==> src/rtl/decode_stage.sv <==
// decode_stage: registered instruction decode between fetch and execute.
// Decodes {fn, op}, holds the bundle behind a valid/ready handshake, tracks
// outstanding register writes to stall on RAW/WAW hazards, and counts stalls.
// Legal encodings beyond the fixed ALU codes:
//   compare (fn 1101/0101) and branch (fn 0010): op 0000..0101 -> alu_op 10..15
//   load, store, JAL: op 0000 only, alu_op 1 (address add)
module decode_stage #(
   parameter int INST_BIT_WIDTH      = 32,
   parameter int REG_INDEX_BIT_WIDTH = 4,
   parameter int IMM_BIT_WIDTH       = 32,
   parameter int PC_BIT_WIDTH        = 32,
   parameter int STALL_CNT_WIDTH     = 16
) (
   input  logic                           clk,
   input  logic                           reset,
   input  logic                           in_valid,
   input  logic [INST_BIT_WIDTH-1:0]      in_inst,
   input  logic [PC_BIT_WIDTH-1:0]        in_pc,
   output logic                           in_ready,
   output logic                           out_valid,
   input  logic                           out_ready,
   input  logic                           flush,
   input  logic                           wb_valid,
   input  logic [REG_INDEX_BIT_WIDTH-1:0] wb_index,
   output logic [PC_BIT_WIDTH-1:0]        out_pc,
   output logic [REG_INDEX_BIT_WIDTH-1:0] out_src1,
   output logic [REG_INDEX_BIT_WIDTH-1:0] out_src2,
   output logic [REG_INDEX_BIT_WIDTH-1:0] out_dst,
   output logic [IMM_BIT_WIDTH-1:0]       out_imm,
   output logic [4:0]                     out_alu_op,
   output logic                           out_alu_src_imm,
   output logic                           out_mem_to_reg,
   output logic                           out_reg_wr_en,
   output logic                           out_mem_wr_en,
   output logic                           out_is_branch,
   output logic                           out_is_jal,
   output logic                           out_illegal,
   output logic [STALL_CNT_WIDTH-1:0]     stall_count
);

   localparam int RW       = REG_INDEX_BIT_WIDTH;
   localparam int NUM_REGS = 2 ** REG_INDEX_BIT_WIDTH;

   logic [3:0]               fn, op;
   logic [RW-1:0]            field_a, field_b, field_c;
   logic [IMM_BIT_WIDTH-1:0] imm_plain, imm_jal;

   assign fn        = in_inst[31:28];
   assign op        = in_inst[27:24];
   assign field_a   = RW'(in_inst[23:20]);
   assign field_b   = RW'(in_inst[19:16]);
   assign field_c   = RW'(in_inst[15:12]);
   assign imm_plain = {{(IMM_BIT_WIDTH-16){in_inst[15]}}, in_inst[15:0]};
   assign imm_jal   = {{(IMM_BIT_WIDTH-18){in_inst[15]}}, in_inst[15:0], 2'b00};

   logic [4:0]               r_code;
   logic [RW-1:0]            dec_src1, dec_src2, dec_dst;
   logic [IMM_BIT_WIDTH-1:0] dec_imm;
   logic [4:0]               dec_alu_op;
   logic                     dec_src_imm, dec_m2r, dec_rwe, dec_mwe, dec_br, dec_jal, dec_ill;
   logic                     use_src1, use_src2;

   // Register-form ALU op code; 0 marks an op that is not on the sheet.
   always_comb begin
      case (op)
         4'b0111: r_code = 5'd1;
         4'b0110: r_code = 5'd2;
         4'b0000: r_code = 5'd3;
         4'b0001: r_code = 5'd4;
         4'b0010: r_code = 5'd5;
         4'b1000: r_code = 5'd6;
         4'b1001: r_code = 5'd7;
         4'b1010: r_code = 5'd8;
         default: r_code = 5'd0;
      endcase
   end

   // Decode table: fields, control bits, used sources and legality.
   always_comb begin
      dec_src1    = field_b;
      dec_src2    = field_c;
      dec_dst     = field_a;
      dec_imm     = imm_plain;
      dec_alu_op  = 5'd0;
      dec_src_imm = 1'b0;
      dec_m2r     = 1'b0;
      dec_rwe     = 1'b0;
      dec_mwe     = 1'b0;
      dec_br      = 1'b0;
      dec_jal     = 1'b0;
      dec_ill     = 1'b0;
      use_src1    = 1'b0;
      use_src2    = 1'b0;
      case (fn)
         4'b1100: begin
            dec_alu_op = r_code;
            dec_ill    = (r_code == 5'd0);
            dec_rwe    = 1'b1;
            use_src1   = 1'b1;
            use_src2   = 1'b1;
         end
         4'b0100: begin
            dec_alu_op  = (op == 4'b1111) ? 5'd9 : r_code;
            dec_ill     = (op != 4'b1111) && (r_code == 5'd0);
            dec_src_imm = 1'b1;
            dec_rwe     = 1'b1;
            use_src1    = 1'b1;
         end
         4'b1101, 4'b0101: begin
            if (op < 4'd6) dec_alu_op = 5'd10 + {1'b0, op};
            else           dec_ill    = 1'b1;
            dec_src_imm = ~fn[3];
            dec_rwe     = 1'b1;
            use_src1    = 1'b1;
            use_src2    = fn[3];
         end
         4'b0111: begin
            dec_ill     = (op != 4'b0000);
            dec_alu_op  = 5'd1;
            dec_src_imm = 1'b1;
            dec_m2r     = 1'b1;
            dec_rwe     = 1'b1;
            use_src1    = 1'b1;
         end
         4'b0011: begin
            dec_src2    = field_a;
            dec_ill     = (op != 4'b0000);
            dec_alu_op  = 5'd1;
            dec_src_imm = 1'b1;
            dec_mwe     = 1'b1;
            use_src1    = 1'b1;
            use_src2    = 1'b1;
         end
         4'b0010: begin
            dec_src1 = field_a;
            dec_src2 = field_b;
            if (op < 4'd6) dec_alu_op = 5'd10 + {1'b0, op};
            else           dec_ill    = 1'b1;
            dec_br   = 1'b1;
            use_src1 = 1'b1;
            use_src2 = 1'b1;
         end
         4'b0110: begin
            dec_imm     = imm_jal;
            dec_ill     = (op != 4'b0000);
            dec_alu_op  = 5'd1;
            dec_src_imm = 1'b1;
            dec_m2r     = 1'b1;
            dec_rwe     = 1'b1;
            dec_jal     = 1'b1;
         end
         default: dec_ill = 1'b1;
      endcase
      // Illegal words travel on to execute but must not write or redirect.
      if (dec_ill) begin
         dec_rwe  = 1'b0;
         dec_mwe  = 1'b0;
         dec_br   = 1'b0;
         dec_jal  = 1'b0;
         use_src1 = 1'b0;
         use_src2 = 1'b0;
      end
   end

   logic [NUM_REGS-1:0]        pending_reg, pending_next, busy, set_mask, clr_mask;
   logic [STALL_CNT_WIDTH-1:0] stall_count_reg, stall_count_next;
   logic                       hazard, accept, issue;

   // A bundle leaving execute-ward sets its bit; one killed by flush never left.
   assign issue = out_valid & out_ready & out_reg_wr_en & ~flush;

   generate
      for (genvar gi = 0; gi < NUM_REGS; gi++) begin : g_sb
         // Busy covers both retired-to-scoreboard writes and the bundle leaving now.
         assign busy[gi]     = pending_reg[gi] |
                               (out_valid & out_reg_wr_en & ~flush & (out_dst == RW'(gi)));
         assign set_mask[gi] = issue & (out_dst == RW'(gi));
         assign clr_mask[gi] = wb_valid & (wb_index == RW'(gi));
      end
   endgenerate

   assign hazard       = (use_src1 & busy[dec_src1]) | (use_src2 & busy[dec_src2]) |
                         (dec_rwe & busy[dec_dst]);
   assign in_ready     = ~hazard & (~out_valid | out_ready);
   assign accept       = in_valid & in_ready & ~flush;
   assign pending_next = (pending_reg & ~clr_mask) | set_mask;
   assign stall_count_next = (in_valid & hazard & ~flush & ~(&stall_count_reg)) ?
                             stall_count_reg + STALL_CNT_WIDTH'(1) : stall_count_reg;
   assign stall_count  = stall_count_reg;

   // Scoreboard and stall counter state.
   always_ff @(posedge clk) begin
      if (reset) begin
         pending_reg     <= '0;
         stall_count_reg <= '0;
      end else begin
         pending_reg     <= pending_next;
         stall_count_reg <= stall_count_next;
      end
   end

   // Output bundle register: flush beats accept, accept beats hold.
   always_ff @(posedge clk) begin
      if (reset) begin
         out_valid       <= 1'b0;
         out_pc          <= '0;
         out_src1        <= '0;
         out_src2        <= '0;
         out_dst         <= '0;
         out_imm         <= '0;
         out_alu_op      <= '0;
         out_alu_src_imm <= 1'b0;
         out_mem_to_reg  <= 1'b0;
         out_reg_wr_en   <= 1'b0;
         out_mem_wr_en   <= 1'b0;
         out_is_branch   <= 1'b0;
         out_is_jal      <= 1'b0;
         out_illegal     <= 1'b0;
      end else if (flush) begin
         out_valid <= 1'b0;
      end else if (accept) begin
         out_valid       <= 1'b1;
         out_pc          <= in_pc;
         out_src1        <= dec_src1;
         out_src2        <= dec_src2;
         out_dst         <= dec_dst;
         out_imm         <= dec_imm;
         out_alu_op      <= dec_alu_op;
         out_alu_src_imm <= dec_src_imm;
         out_mem_to_reg  <= dec_m2r;
         out_reg_wr_en   <= dec_rwe;
         out_mem_wr_en   <= dec_mwe;
         out_is_branch   <= dec_br;
         out_is_jal      <= dec_jal;
         out_illegal     <= dec_ill;
      end else if (out_ready) begin
         out_valid <= 1'b0;
      end
   end

endmodule
==> config.mk <==
export PLATFORM = sky130hd
export DESIGN_NAME = decode_stage
export DESIGN_NICKNAME = d
export VERILOG_FILES = /design/src/rtl/decode_stage.sv
export SDC_FILE = /design/constraint.sdc
export NUM_CORES = 1
export LEC_CHECK = 0
export CAP_MARGIN = 20
export CORE_MARGIN = 10
export CORE_UTILIZATION = 39
export DETAILED_ROUTE_END_ITERATION = 6
export PLACE_DENSITY_LB_ADDON = 0.15
export SLEW_MARGIN = 20
export SYNTH_ARGS = -nofsm -noshare
export SYNTH_HDL_FRONTEND = slang
export SYNTH_SLANG_ARGS = --single-unit
==> constraint.sdc <==
create_clock -name clk -period 8.05 [get_ports clk]
set_input_delay 0.805 -clock clk [delete_from_list [all_inputs] [get_ports clk]]
set_output_delay 0.805 -clock clk [all_outputs]
set_load 0.005 [all_outputs]
; ---- Word-level counts from Yosys, hierarchy flattened
; Memory sizes are Yosys's and may differ from the RTL's.
; Index checks and enable logic that the tools add are counted.
[word_totals]
ff_bits = 107
mem_bits_ro = 64
input_bits = 74
output_inout_bits = 106
elab_cells = 199
mem_count = 1
[classes]
add_sub_neg = 2
n_lt_le_gt_ge = 4
eq_ne = 40
muxes = 30
bitwise = 89
n_reduce_logical = 17
[mem_list]
columns = memory, depth, word_bits, read_ports, rd_clocked_by_memory_dff, write_ports, line
row1 = (no name shown), 16, 4, 1, 0, 0, 65  ; case (op)
[ops]
columns = op, count
row1 = "== test 4 bit, second input constant", 19
row2 = AND 1 bit, 62
row3 = "== test 4 x 3 -> 1 bit, second input constant", 12
row4 = "== test 4 x 2 -> 1 bit, second input constant", 6
row5 = one-hot mux 5 bit (4 select lines), 1
row6 = bitwise OR 1 bit, 19
row7 = two-way mux 1 bit, 18
row8 = two-way mux 17 bit, 1
row9 = "adder 16 x 1 -> 16 bit, second input constant", 1
row10 = AND 16 bit, 1
row11 = NOT 16 bit, 1
row12 = bitwise OR 16 bit, 1
row13 = AND reduction 16 bit, 1
row14 = "< comparator 4 x 5 -> 1 bit, second input constant", 3
row15 = binary-select mux 1 bit (select 4 bit), 3
row16 = two-way mux 5 bit, 2
row17 = OR reduction 3 bit, 3
row18 = "== test 4 x 1 -> 1 bit, second input constant", 2
row19 = zero test 4 bit, 2
row20 = one-hot mux 4 bit (2 select lines), 1
row21 = OR reduction 7 bit, 1
row22 = OR reduction 2 bit, 3
row23 = OR reduction 6 bit, 1
row24 = "adder 4 x 4 -> 5 bit, first input constant", 1
row25 = other kinds (12), 17

; ---- Depth between registers and ports, before layout
; Gate-level depths: netlist (run 1).
[logic_depth]
word_depth = 14
ltp_mapped = 14
mapped_depth_nobuf = 11

; ---- Worst setup path before layout (run 1)
; OpenSTA, ideal clock, no wires.
[synth_path]
path_kind = input -> output
startpoint = input in_inst[31]
endpoint = output in_ready
t_arrival_ns = 3.184
required_ns = 7.245
slack_ns = 4.061
stages = 9
path_buffers = 2
cell_sequence = clkbuf_1 > nor3b_1 > clkbuf_1 > mux2_2 > or3b_2 > o22ai_1 > nor3_2 > or2_2 > nor2_1
[synth_between]
elab_chain_len = 9
elab_cells_between_ends = 34
classes_between = eq/ne (8) / mux (13) / bitwise (7) / reduce/logical (6)
[synth_rtl]
columns = element, line
row1 = start: declaration, 17  ; input logic [INST_BIT_WIDTH-1:0] in_inst,
row2 = == test 4 x 2 -> 1 bit (tied with other cells), 94  ; case (fn)
row3 = one-hot mux 4 bit (2 select lines) (tied with other cells), 94
row4 = binary-select mux 1 bit (select 4 bit) (tied with other cells), 182  ; assign hazard = (use_src1 & busy[dec_src1]) | (use_src2 & busy[dec_src2]) |
row5 = two-way mux 1 bit (on tied branches), "182, 155"
row6 = AND 1 bit, 182
row7 = bitwise OR 1 bit, 182
row8 = bitwise OR 1 bit (*), 182
row9 = NOT 1 bit (*), 184  ; assign in_ready = ~hazard & (~out_valid | out_ready);
row10 = AND 1 bit (*), 184
row11 = end: declaration, 19  ; output logic in_ready,
; Mark *: on every way between the ends. The rest lies on a longest branch, timed or not. The select of a mux whose other input is x is not followed.

; ---- Worst setup path after layout (run 1)
[layout_path]
startpoint = input in_inst[28]
endpoint = output in_ready
; The elaborated chain is that of the path after synthesis.

==> results of run 1 <==
synthesized netlist by cell type, types with 4 or more instances:
master | number | area, sq um
a211oi_1 | 26 | 195.2
mux2_2 | 10 | 112.6
o21ai_0 | 38 | 190.2
nand3b_1 | 9 | 67.56
or4_1 | 4 | 30.03
o31ai_1 | 4 | 30.03
nor2_1 | 96 | 360.4
or3b_2 | 5 | 43.79
nand3_1 | 20 | 100.1
a41oi_1 | 4 | 35.03
mux2i_1 | 69 | 690.7
nor3b_1 | 4 | 30.03
a21oi_1 | 53 | 265.3
a31oi_1 | 9 | 56.30
inv_1 | 13 | 48.80
buf_4 | 17 | 127.6
and2_1 | 4 | 25.02
dfxtp_1 | 106 | 2122
a221oi_1 | 5 | 43.79
nor3_1 | 10 | 50.05
buf_1 | 4 | 15.01
a22oi_1 | 6 | 45.04
clkbuf_1 | 31 | 116.4
buf_2 | 7 | 35.03
nand4_1 | 11 | 68.82
ha_1 | 7 | 87.58
or3_1 | 15 | 93.84
nand2b_1 | 18 | 112.6
nand2_1 | 38 | 142.6
nor2b_1 | 15 | 93.84
final timing paths:
kind / endpoint / slack [ps] / cells past startpoint
worst max-delay path: in_ready / 2360 / 10
worst min register to register: out_mem_wr_en / 470 / 2
worst min-delay path: out_mem_wr_en / 470 / 2
worst max register to register: out_pc[10] / 4440 / 10
power by group through the flow:
stage	clock (mW)	sequential (mW)	combinational (mW)
3_3_place_gp	0	0.572	0.222
2_1_floorplan	0	0.570	0.116
3_5_place_dp	0	0.574	0.224
4_1_cts	0.417	0.562	0.225
5_1_grt	0.434	0.564	0.243
6_report	0.401	0.562	0.224
stage by stage:
step	setup WS, ps	hold WS, ps	area, sq um
final	2361	468.1	7921
after global routing	2061	496.5	7921
after CTS	2382	473.1	7906
after detailed placement	2385	461.9	7645
after global placement	2478	456.4	7645
after floorplan	4061	461.6	5918
worst max-delay path, cell delays in order:
cell and delay [ps]:
clkdlybuf4s50_1 770, or4b_1 960, a22o_1 370, a2111oi_0 440, a22oi_1 150, nand4_1 110, nand4_1 200, or2_2 380
nor2_1 160, clkdlybuf4s50_1 530
metal layers:
metal  vias up  global-route usage
met1      2739              0.2262
met5         -                   0
met3        25             0.05373
met2       216              0.2847
met4         0             0.05266
li1       2840                   -
cell families (layout without fill, tap and decap cells):
logic type,after synthesis,after routing,share of synthesized area
AO/OA/AOI/OAI,171,171,0.1814
buffers and inverters,75,211,0.06363
flip-flops,106,106,0.3586
AND/OR/NAND/NOR,266,266,0.2304
adder cells (fa/ha/maj),7,7,0.01480
multiplexers,83,83,0.1476
other,1,1,0.0006336
XOR/XNOR,2,2,0.002960
layout make-up:
type	instances	area (sq um)	area share
sequential	106	2122	0.2679
timing repair buffer	183	1837	0.2319
clock buffer	11	232.7	0.02938
tap	184	230.2	0.02906
inverter	13	48.80	0.006160
clock inverter	4	28.78	0.003633
multi-input combinational	530	3422	0.4320
==> results.ini, run 1 <==
[final_layout]
top_regs = out_pc (32), out_imm (18)
drive_gt1_frac = 0.05077
area_growth_pct = 33.85
regMostFlops = out_pc
largest_reg_flops = 32
fin_nets = 924
n_antenna_cell = 0
fill_cells = 1378
final_cell_mix = clkdlybuf4s50_1 (177), dfxtp_1 (106), nor2_1 (95)
final_common_cell = clkdlybuf4s50_1
final_cells = 1031
utilization = 0.5389

[setup_path]
end_kind = primary output
arrival_ps = 4880
path_max_fanout = 19
startpoint_type = input pin
required_ps = 7240
crit_path_start = in_inst[28]
critical_path_class = in2out
r2r-start = out_dst[1]

[drt]
vias_per_cell = 5.645
dr_wl_met3_mm = 1.793
drtPass1Iterations = 5
drt_iter0_drc = 339
wl_met2_mm = 8.785
met1_length_mm = 8.314
vias = 5820
postRouteAntennaNets = 0
drc = 0
drt_wl_total_mm = 19.22
detail_route.wl_per_cell_microns = 18.64
top_layer_used = met4

[job]
maxCapViolations = 0

[floorplanning]
num_rows = 44
ioPinCount = 180
die_w_microns = 143.2
core_sq_um = 14700
dieArea_sq_um = 20500
dieHeight_microns = 143.2
start_util = 0.4026

[clock_network]
tritoncts = built
cts_hold_buf = 0
cts_sinks = 106
cts_buffers = 9
cts-root-buf = clkbuf_16
htree_levels = 3
clk_pin_slew_worst_paths_ps = 60
cts_resized = 0
insertion_delay_ps = 360
post_cts_buffers = 0
clock_path_buffers = 2

[power_and_ir_drop]
finalPower_mw = 1.187
max-vdd-ir-drop_mv = 0.1017
leakage_nw = 2.673
p_int_mw = 0.8740
clock_power_share = 0.338
netSwitchingFraction = 0.2634
power_density_nw_per_um2 = 149.8
p_seq_frac = 0.473
power_switching_mw = 0.3126
pwr-share-comb = 0.189

[global_routing]
grt_pass1_vias = 5517
grt_pass1_wl_mm = 29.58
antenna_found_initial = 0
grt_max_degree = 109
grt_util_all_layers = 0.1782
grt-ovfl-total = 0

[synth]
syn-num-nets = 792
yosys_warnings = 0
ys_ff_latch = 106
avgSynthCellArea_sq_um = 8.324
synth_edf_count = 0
syn_inst = 711
ys.flop_type = dfxtp_1
seq_area_frac_synth = 0.3586
async_reset_ff_frac = 0
synth_area_sq_um = 5918
ys_types = 62

[sta]
fin_crit_sh = 0.7067
tightestPinTransition_ps = 926.7
period_needed_ps = 5689
clock.fmax_mhz = 175.8
relSlewSlack = 0.3808
rsz0062_at_grt = false
maxSlewViolCount = 0
setup_viol = 0
setup_tns_ps = 0
skew_ps = 6.925
finalHoldViolCount = 0

[place]
port_buffers = 178
dp_hpwl_mm = 14.35
place_congestion = 0.9095
dp_cells = 1015

[outcome]
status = finished clean

[min_path]
hold_class = reg2reg
hold_start = out_mem_wr_en

Note: power is estimated with default switching activity, not from simulation.
==> run 2, diff against run 1 <==
==> constraint.sdc (replaced) <==
create_clock -name clk -period 5.6 [get_ports clk]
set_input_delay 0.56 -clock clk [delete_from_list [all_inputs] [get_ports clk]]
set_output_delay 0.56 -clock clk [all_outputs]
set_load 0.005 [all_outputs]
==> run 2 against run 1 <==
  * Worst setup slack worse by 1900 ps
  * Critical path depth is the same
  * Clock power is 62% higher
  * Register-to-register slack worse by 2600 ps
  * Sequential share of layout area fell by 0.32 points
  * Critical endpoint unchanged
  * Critical path type unchanged
  * First-iteration DRC count up 11%
  * Non-clock buffer count is 7 higher
  * Combinational power grew 46%
==> results.ini, run 2 (synthesis results as in run 1) <==
[clock_network]
htree_levels = 3  ; unchanged
post_cts_buffers = 0  ; unchanged
clock_path_buffers = 2  ; unchanged
insertion_delay_ps = 350  ; about the same
cts_hold_buf = 0  ; unchanged
cts_buffers = 9  ; unchanged
tritoncts = built
cts_sinks = 106  ; unchanged
cts_resized = 0  ; unchanged
cts-root-buf = clkbuf_16
clk_pin_slew_worst_paths_ps = 70  ; about the same

[floorplanning]
die_w_microns = 143.2  ; unchanged
dieHeight_microns = 143.2  ; unchanged
core_sq_um = 14700  ; unchanged
num_rows = 44  ; unchanged
ioPinCount = 180  ; unchanged
dieArea_sq_um = 20500  ; unchanged
start_util = 0.4026  ; unchanged

[final_layout]
area_growth_pct = 35.48
final_common_cell = clkdlybuf4s50_1
finish.instance_area_sq_um = 8018  ; +1.2%
utilization = 0.5455  ; +0.006555
fin_nets = 931  ; +0.76%
top_regs = out_pc (32), out_imm (18)
drive_gt1_frac = 0.06082  ; +0.01005
n_antenna_cell = 0  ; unchanged
largest_reg_flops = 32  ; unchanged
regMostFlops = out_pc
final_cell_mix = clkdlybuf4s50_1 (177), dfxtp_1 (106), nor2_1 (95)

[min_path]
min_path_cells = 2  ; unchanged
holdPathEnd = out_mem_wr_en
hold_start = out_mem_wr_en
hold_class = reg2reg

[global_routing]
top_usage_layer = met2
antenna_found_initial = 0  ; unchanged
grt-ovfl-total = 0  ; unchanged
grtUsageMet3 = 0.05373  ; unchanged
met1_usage = 0.2311  ; +0.004935
grt_pass1_vias = 5560  ; +0.78%
grt_use_met2 = 0.2957  ; +0.01102
grt_pass1_wl_mm = 30.20  ; +2.1%
grt_max_degree = 109  ; unchanged
grt_util_all_layers = 0.1813  ; +0.003124

[power_and_ir_drop]
finalPower_mw = 1.784  ; +50%
leakage_nw = 2.730  ; +2.1%
power_density_nw_per_um2 = 222.6  ; +49%
max-vdd-ir-drop_mv = 0.1443  ; +42%

[sta]
relSlewSlack = 0.4389  ; +0.05807
tightestPinTransition_ps = 840.5  ; -86.24 ps
skew_ps = 6.709  ; -0.2161 ps
finalHoldViolCount = 0  ; unchanged
rsz0062_at_grt = false
finalWorstSetupSlack_ps = 434.6  ; -1927 ps
setup_tns_ps = 0  ; unchanged
clock.fmax_mhz = 193.6
period_needed_ps = 5165
setup_viol = 0  ; unchanged
maxSlewViolCount = 0  ; unchanged
fin_crit_sh = 0.9224

[setup_path]
reg2reg_depth = 10  ; unchanged
arrival_ps = 4610  ; -270 ps
required_ps = 5040  ; -2200 ps
r2r-start = out_dst[1]
startpoint_type = input pin
critical_path_class = in2out
critPathMostFrequentCell = clkdlybuf4s50_1
reg2reg_slack_ps = 1860  ; -2580 ps
r2r_end = out_pc[28]
crit_slowest_cell = or4b_1
crit_chain = clkdlybuf4s50_1 > or4b_1 > mux2_1 > a2111oi_0 > a32oi_1 > nand4b_1 > nand4_1 > or2_2 > nor2_1 > clkdlybuf4s50_1
path_max_fanout = 16  ; -3
end_kind = primary output
crit_path_max_incr_delay_ps = 900  ; -60 ps

[drt]
drc = 0  ; unchanged
drtPass1Iterations = 4  ; -1
vias = 5816  ; -0.069%
detail_route.wl_per_cell_microns = 18.82  ; +0.95%
drt_wl_total_mm = 19.55  ; +1.7%
postRouteAntennaNets = 0  ; unchanged
drt_iter0_drc = 375  ; +11%
vias_per_cell = 5.598  ; -0.84%

[place]
dp_slack_ps = 543.7  ; -1842 ps
dp_hpwl_mm = 14.79  ; +3.1%
place_congestion = 0.9263  ; +1.8%
dpl_cell_area_sq_um = 7705  ; +0.79%
port_buffers = 178  ; unchanged

[job]
maxCapViolations = 0  ; unchanged

[outcome]
status = finished clean

==> run 2: cell types whose count changed in the layout (fill, tap and decap cells not counted) <==
cell,previous run,this run
buf_6,2,1
inv_8,0,1
clkinv_4,0,2
clkbuf_1,2,1
bufinv_16,0,1
nor2_2,1,0
nor2_4,0,1
clkinvlp_4,2,1
buf_4,3,11
clkinv_2,1,0
==> run 2: per-layer routing <==
layer,wire [microns],part of all wire
met1,8649,0.44
met2,9103,0.47
met3,1634,0.084
met4,161,0.0082
met5,0,0
==> run 2: critical path: cells and delay by family <==
kind                   cells  cell delay, ps
and+or+nand+nor            5            1750
buffers and inverters      2            1150
AOI/OAI and AO/OA          2             670
muxes                      1             450
==> run 2: stage by stage <==
stage | hold slack (ps) | std cells
final | 469.3 | 1039
after global routing | 487.2 | 1039
after CTS | 473.9 | 1039
after detailed placement | 461.4 | 1023
after global placement | 455.7 | 1023
after floorplan | 461.6 | 711
==> run 2: where the power goes <==
group / leakage, nW / internal (mW) / total, mW / switching [mW]
registers: 0.864 / 0.784 / 0.807 / 0.0235
logic: 1.72 / 0.175 / 0.327 / 0.152
clock network: 0.145 / 0.353 / 0.650 / 0.296
==> run 2: area by class of cell <==
class	instances	area (sq um)
Clock buffer	10	229.0
Fill cell	1354	6681
Clock inverter	6	75.07
Timing Repair Buffer	190	1886
Inverter	13	48.80
Tap cell	184	230.2
Multi-Input combinational cell	530	3427
Sequential cell	106	2122
==> run 2: how the worst max path moves through the flow <==
stage / start / end / slack, ps
2_1_floorplan: in_inst[31] / stall_count[11] / 2050
6_report: in_inst[30] / in_ready / 430
3_5_place_dp: in_inst[30] / in_ready / 540
4_1_cts: in_inst[30] / in_ready / 540
3_3_place_gp: in_inst[30] / in_ready / 710
5_1_grt: in_inst[30] / in_ready / 280
